===== src/rtl/fifo_pkg.sv =====
// Shared definitions for the FIFO buffer controller slice.
// Holds default sizing, the ceiling-log2 helper and the count-width helper.
package fifo_pkg;

   localparam int unsigned DEF_DATA_WIDTH = 8;
   localparam int unsigned DEF_FIFO_DEPTH = 16;
   localparam int unsigned DEF_AF_MARGIN  = 2;
   localparam int unsigned DEF_AE_MARGIN  = 2;

   // Ceiling log2; returns 0 for values of 0 or 1.
   function automatic int unsigned clog2(input int unsigned value);
      int unsigned r;
      int unsigned v;
      r = 0;
      v = (value > 0) ? value - 1 : 0;
      while (v > 0) begin
         r = r + 1;
         v = v >> 1;
      end
      return r;
   endfunction

   // Occupancy counter width: must represent 0..depth inclusive.
   function automatic int unsigned cnt_width(input int unsigned depth);
      return clog2(depth) + 1;
   endfunction

endpackage


===== src/rtl/fifo_ram.sv =====
// Simple dual-port storage for the FIFO: one write port, one synchronous read port.
// No reset on the array or the read register; contents survive a controller reset.
module fifo_ram
   import fifo_pkg::*;
#(
   parameter int unsigned DATA_WIDTH = DEF_DATA_WIDTH,
   parameter int unsigned ADDR_WIDTH = clog2(DEF_FIFO_DEPTH)
)(
   input  logic                  clk,
   input  logic                  we,
   input  logic [ADDR_WIDTH-1:0] waddr,
   input  logic [DATA_WIDTH-1:0] wdata,
   input  logic                  re,
   input  logic [ADDR_WIDTH-1:0] raddr,
   output logic [DATA_WIDTH-1:0] rdata
);

   localparam int unsigned DEPTH = 1 << ADDR_WIDTH;

   logic [DATA_WIDTH-1:0] mem [DEPTH];

   // Write port
   always_ff @(posedge clk) begin
      if (we) begin
         mem[waddr] <= wdata;
      end
   end

   // Registered read port, holds its value while re is low
   always_ff @(posedge clk) begin
      if (re) begin
         rdata <= mem[raddr];
      end
   end

endmodule


===== src/rtl/fifo_buffer_ctrl.sv =====
// Parametrised synchronous FIFO controller with occupancy count, programmable
// almost-full/almost-empty, sticky overflow/underflow and read-valid.
// Build option: define FIFO_FWFT_EN for first-word-fall-through output;
// leave it undefined for standard registered-read mode.
module fifo_buffer_ctrl
   import fifo_pkg::*;
#(
   parameter int unsigned DATA_WIDTH = DEF_DATA_WIDTH,
   parameter int unsigned FIFO_DEPTH = DEF_FIFO_DEPTH,
   parameter int unsigned AF_MARGIN  = DEF_AF_MARGIN,
   parameter int unsigned AE_MARGIN  = DEF_AE_MARGIN
)(
   input  logic                        clk_1MHz,
   input  logic                        rst_n,
   input  logic                        wr_en,
   input  logic [DATA_WIDTH-1:0]       data_in,
   input  logic                        rd_en,
   output logic [DATA_WIDTH-1:0]       data_out,
   output logic                        rd_valid,
   input  logic                        clr_err,
   output logic [clog2(FIFO_DEPTH):0]  count,
   output logic                        empty,
   output logic                        full,
   output logic                        almost_empty,
   output logic                        almost_full,
   output logic                        overflow,
   output logic                        underflow
);

   localparam int unsigned AW = clog2(FIFO_DEPTH);
   localparam int unsigned CW = cnt_width(FIFO_DEPTH);

   localparam logic [CW-1:0] DEPTH_LVL = CW'(FIFO_DEPTH);
   localparam logic [CW-1:0] AF_LVL    = CW'(FIFO_DEPTH - AF_MARGIN);
   localparam logic [CW-1:0] AE_LVL    = CW'(AE_MARGIN);

   // rst_n is an active-high synchronous reset on this block
   logic rst;
   assign rst = rst_n;

   logic [AW:0]           wr_ptr;
   logic [AW:0]           rd_ptr;
   logic [AW:0]           wr_ptr_next;
   logic [AW:0]           rd_ptr_next;
   logic [CW-1:0]         count_next;
   logic                  wr_accept;
   logic                  rd_accept;
   logic                  ovf_set;
   logic                  unf_set;

   logic                  ram_we;
   logic                  ram_re;
   logic [AW-1:0]         ram_raddr;
   logic [DATA_WIDTH-1:0] ram_rdata;

   // Request acceptance and next-state pointers/occupancy from pre-edge flags
   always_comb begin
      wr_accept   = wr_en && !full;
      rd_accept   = rd_en && !empty;
      ovf_set     = wr_en && full;
      unf_set     = rd_en && empty;
      wr_ptr_next = wr_ptr + (AW+1)'(wr_accept);
      rd_ptr_next = rd_ptr + (AW+1)'(rd_accept);
      count_next  = count + CW'(wr_accept) - CW'(rd_accept);
   end

   // Pointers, occupancy and level flags, all taken from the next-state count
   always_ff @(posedge clk_1MHz) begin
      if (rst) begin
         wr_ptr       <= '0;
         rd_ptr       <= '0;
         count        <= '0;
         empty        <= 1'b1;
         full         <= 1'b0;
         almost_empty <= 1'b1;
         almost_full  <= 1'b0;
      end else begin
         wr_ptr       <= wr_ptr_next;
         rd_ptr       <= rd_ptr_next;
         count        <= count_next;
         empty        <= (count_next == '0);
         full         <= (count_next == DEPTH_LVL);
         almost_empty <= (count_next <= AE_LVL);
         almost_full  <= (count_next >= AF_LVL);
      end
   end

   // Sticky error flags; a new rejection wins over a simultaneous clear
   always_ff @(posedge clk_1MHz) begin
      if (rst) begin
         overflow  <= 1'b0;
         underflow <= 1'b0;
      end else begin
         if (ovf_set) begin
            overflow <= 1'b1;
         end else if (clr_err) begin
            overflow <= 1'b0;
         end
         if (unf_set) begin
            underflow <= 1'b1;
         end else if (clr_err) begin
            underflow <= 1'b0;
         end
      end
   end

   // Writes during reset are dropped so the array only changes on accepted writes
   assign ram_we = wr_accept && !rst;

   fifo_ram #(
      .DATA_WIDTH (DATA_WIDTH),
      .ADDR_WIDTH (AW)
   ) u_ram (
      .clk   (clk_1MHz),
      .we    (ram_we),
      .waddr (wr_ptr[AW-1:0]),
      .wdata (data_in),
      .re    (ram_re),
      .raddr (ram_raddr),
      .rdata (ram_rdata)
   );

`ifdef FIFO_FWFT_EN

   logic                  byp_hit;
   logic                  byp_sel;
   logic [DATA_WIDTH-1:0] byp_data;

   // Keep the RAM read register pointed at the upcoming head every cycle
   assign ram_re    = 1'b1;
   assign ram_raddr = rd_ptr_next[AW-1:0];

   // The word being written becomes the head this edge, so the RAM read misses it
   assign byp_hit = wr_accept && (wr_ptr[AW-1:0] == rd_ptr_next[AW-1:0]);

   // Head-valid flag and write-to-head bypass capture
   always_ff @(posedge clk_1MHz) begin
      if (rst) begin
         rd_valid <= 1'b0;
         byp_sel  <= 1'b0;
         byp_data <= '0;
      end else begin
         rd_valid <= (count_next != '0);
         byp_sel  <= byp_hit;
         if (byp_hit) begin
            byp_data <= data_in;
         end
      end
   end

   // Head word whenever non-empty, zero otherwise
   assign data_out = !rd_valid ? '0 : (byp_sel ? byp_data : ram_rdata);

`else

   logic rd_seen;

   // RAM read register loads the head only on an accepted read
   assign ram_re    = rd_accept && !rst;
   assign ram_raddr = rd_ptr[AW-1:0];

   // One-cycle read-valid pulse and first-read tracking for the zero reset value
   always_ff @(posedge clk_1MHz) begin
      if (rst) begin
         rd_valid <= 1'b0;
         rd_seen  <= 1'b0;
      end else begin
         rd_valid <= rd_accept;
         if (rd_accept) begin
            rd_seen <= 1'b1;
         end
      end
   end

   // Last popped word, held between reads; zero until the first read after reset
   assign data_out = rd_seen ? ram_rdata : '0;

`endif

endmodule


===== config.mk =====
export PLATFORM = sky130hd
export DESIGN_NAME = fifo_buffer_ctrl
export DESIGN_NICKNAME = d
export VERILOG_FILES = /design/src/rtl/fifo_pkg.sv /design/src/rtl/fifo_ram.sv /design/src/rtl/fifo_buffer_ctrl.sv
export SDC_FILE = /design/constraint.sdc
export NUM_CORES = 1
export LEC_CHECK = 0
export CAP_MARGIN = 20
export CORE_MARGIN = 2
export CORE_UTILIZATION = 30
export DETAILED_ROUTE_END_ITERATION = 10
export PLACE_DENSITY = 0.5
export REMOVE_ABC_BUFFERS = 1
export SLEW_MARGIN = 20
export SYNTH_ARGS = -nofsm -noshare
export SYNTH_HDL_FRONTEND = slang
export SYNTH_SLANG_ARGS = --single-unit

===== constraint.sdc =====
create_clock -name clk_1MHz -period 4 [get_ports clk_1MHz]
set_clock_uncertainty 0.2 [all_clocks]
set_input_delay 0.4 -clock clk_1MHz [delete_from_list [all_inputs] [get_ports clk_1MHz]]
set_output_delay 0.4 -clock clk_1MHz [all_outputs]
set_load 0.005 [all_outputs]

==> reports/summary.txt <==
sequential element share of the synthesized area: 72.4%
Congestion Overflow GR: 0
Total GRT Usage: 11.2%
final worst-path cycle share: 67.4%
initial antenna violation count: 0
Placed Cells: 612
clock-pin slew on the worst setup and hold paths: 0.06 ns
largest net degree at the start of global routing: 35
initial DRC count: 180
switching pwr: 0.00102 W
largest family of logic cells by synthesized area: multiplexers
drt total wl: 11.5 mm
Syn Area/Cell: 19.9 sq um
PD cells: 569 nW/um^2
total power: 0.00426 W
DR vias/cell: 4.55
max cap viols: 0
clock buffer count from CTS: 17
IO Pins: 33
diode count: 0
Detail Placement HPWL: 7.62 mm
DR WL/cell: 17.9 microns
combinational group share of total power: 16.6%
Slew Limit Fails: 0
Period minus WS final: 2.69 ns
Final Setup Violations: 0
Pint: 0.00323 W
Worst slew margin: 41.7%
worst-path fanout max: 8
commonest non-fill, non-tap cell in the layout: edfxtp_1
RSZ-0062 raised after global routing: false
Achievable Freq: 0.371 GHz
Max Buffers Root-to-Sink: 2
Final Hold Viols: 0
final cell count without fillers: 643
first-pass GRT wire length: 17.7 mm
Critical Path RT: 4.15 ns
Post-Synth XOR/XNOR Area: 1.27%
post-synthesis cell area: 6220 sq um
synth unique cells: 31
buffers added on ports: 32
row cnt: 52
TritonCTS clock tree: yes
hold_sp: underflow$_SDFFE_PP0P_
layout cells sized above 1: 15.8%
Crit Path Class: input pin to flop
area delta synth->final: 20.2%
critical path startpoint category: input pin
Layout Nets: 382
area of the multi-input gates: 1590 sq um
largest area contributor in the netlist: edfxtp_1
Seq pwr share: 45.6%
Pleak: 2.46 nW
Clock Latency Late Sink: 0.42 ns
CTS root buf: clkbuf_16
Post-CTS Setup Inserts: 0
type of the worst min-delay path: flop to flop
Synth Area in Compound Gates: 1.01%
number of H-tree levels: 4
Core Region: 20300 sq um
worst flop-to-flop path startpoint: rd_ptr[0]$_SDFF_PP0_
register area: 4510 sq um
DIE WIDTH: 148 microns
Sw Share: 24.1%
Adder-Cell Fraction of Synth Area: 1.73%
r2r setup slk: 1.32 ns
Initial Util: 30.6%
Most Crowded Layer GR: met2
M1 GR Usage: 15.0%
post-synthesis mux area share: 16.2%
Max VDD drop: 0.279 mV
Hold Worst Slack: 0.321 ns
Residual DRC: 0
Filler cells: 1869
Synth Warn #: 0
setup tns final: 0 ns
vias in the first global route: 2947
post-synthesis simple-gate area fraction: 5.45%
Least-Margin Pin Slew: 0.871 ns
CP Data Arrival Time: 2.85 ns
die footprint: 21900 sq um
# clock sinks: 157
Mapped Cells: 312
Critical Path Start: rd_en
overall via count from detail_route: 2924
clock power share: 37.8%
top-area cell type share of the netlist area: 65.7%
flops & latches, synth: 157
routability cong.: 0.725
Area contributors post-synth: edfxtp_1 (66%), mux4_1 (12%), dfxtp_1 (6.8%), mux4_2 (4.3%), nor2_1 (1.6%)
status: finished, final reports clean
post-route ant nets: 0
DIE HEIGHT: 148 microns
hold_buf cts: 0
commonest non-fill, non-tap cells in the layout: edfxtp_1 (136), clkdlybuf4s50_1 (32), mux4_1 (28)
CP Capture Type: flop
M2 GR Usage: 17.4%
TritonRoute pass-1 iters: 4
cts repair resizes: 0
met3 Use GR: 2.84%
## per-layer routing
layer	up-vias	share of wire [%]
met5	-	0
met4	0	1.6
met3	14	3.2
met2	49	48
met1	1504	48
li1	1357	-
## critical path, stage by stage
cell and delay (ns):
clkdlybuf4s50_1 0.47, nor2b_1 0.13, buf_4 0.16, xnor2_1 0.07, ha_1 0.21, fa_1 0.41
xnor2_1 0.21, or4b_2 0.62, a21oi_1 0.15
## state kept, by name (all words and copies together) (netlist names)
name          cells
empty             1
rd_seen           1
u_ram.mem       128
full              1
wr_ptr            4
rd_ptr            4
overflow          1
u_ram.rdata       8
almost_empty      1
underflow         1
almost_full       1
rd_valid          1
count             5
## final timing paths
kind,to,depth (start not counted)
min,underflow$_SDFFE_PP0P_,2
max reg2reg,u_ram.rdata[1]$_DFFE_PP_,3
min reg2reg,underflow$_SDFFE_PP0P_,2
max,almost_full$_SDFF_PP0_,9
## final cells by class
class | count | share of cell area [%]
multi-input combinational | 133 | 21.3
tap | 270 | 4.52
inverter | 7 | 0.351
clock inverter | 14 | 2.26
timing repair buffer | 45 | 5.59
clock buffer | 17 | 5.69
sequential | 157 | 60.3
## power by group through the flow
stage / Combinational, W / Clock, W / Sequential, W
after floorplan: 0.000429 / 0 / 0.00198
after global placement: 0.000704 / 0 / 0.00198
after detailed placement: 0.000712 / 0 / 0.00198
after CTS: 0.000715 / 0.00165 / 0.00194
after global routing: 0.000777 / 0.00172 / 0.00195
final: 0.000707 / 0.00161 / 0.00194
## Yosys cell counts, drive strengths merged
master	number
or2	1
buf	4
a21oi	4
and3	1
nand2b	3
or4b	1
a41o	2
fa	1
nor2b	6
mux4	40
nand2	6
nand4	2
or3b	1
edfxtp	136
nand3	2
a22oi	2
nor3	4
xnor2	6
clkbuf	11
or3	1
dfxtp	21
inv	7
nor4bb	1
xor2	3
and2	11
a21o	1
ha	7
nor2	27
## kinds of logic after synthesis
| kind of cell | after synthesis |
|---|---|
| AND/OR/NAND/NOR | 67 |
| buffers and inverters | 22 |
| XOR/XNOR | 9 |
| AO/OA/AOI/OAI | 9 |
| flip-flops | 157 |
| multiplexers | 40 |
| adder cells (fa/ha/maj) | 8 |
## stage by stage
stage | worst slack [ns] | instance area [sq um] | utilization [%]
floorplan | 1.21 | 6120 | -
global placement | 0.912 | 6880 | 33.9
detailed placement | 0.867 | 6880 | 33.9
CTS | 1.28 | 7480 | 36.8
global route | 1.18 | 7480 | 36.8
finish | 1.31 | 7480 | 36.8
(Power assumes the default switching activity.)
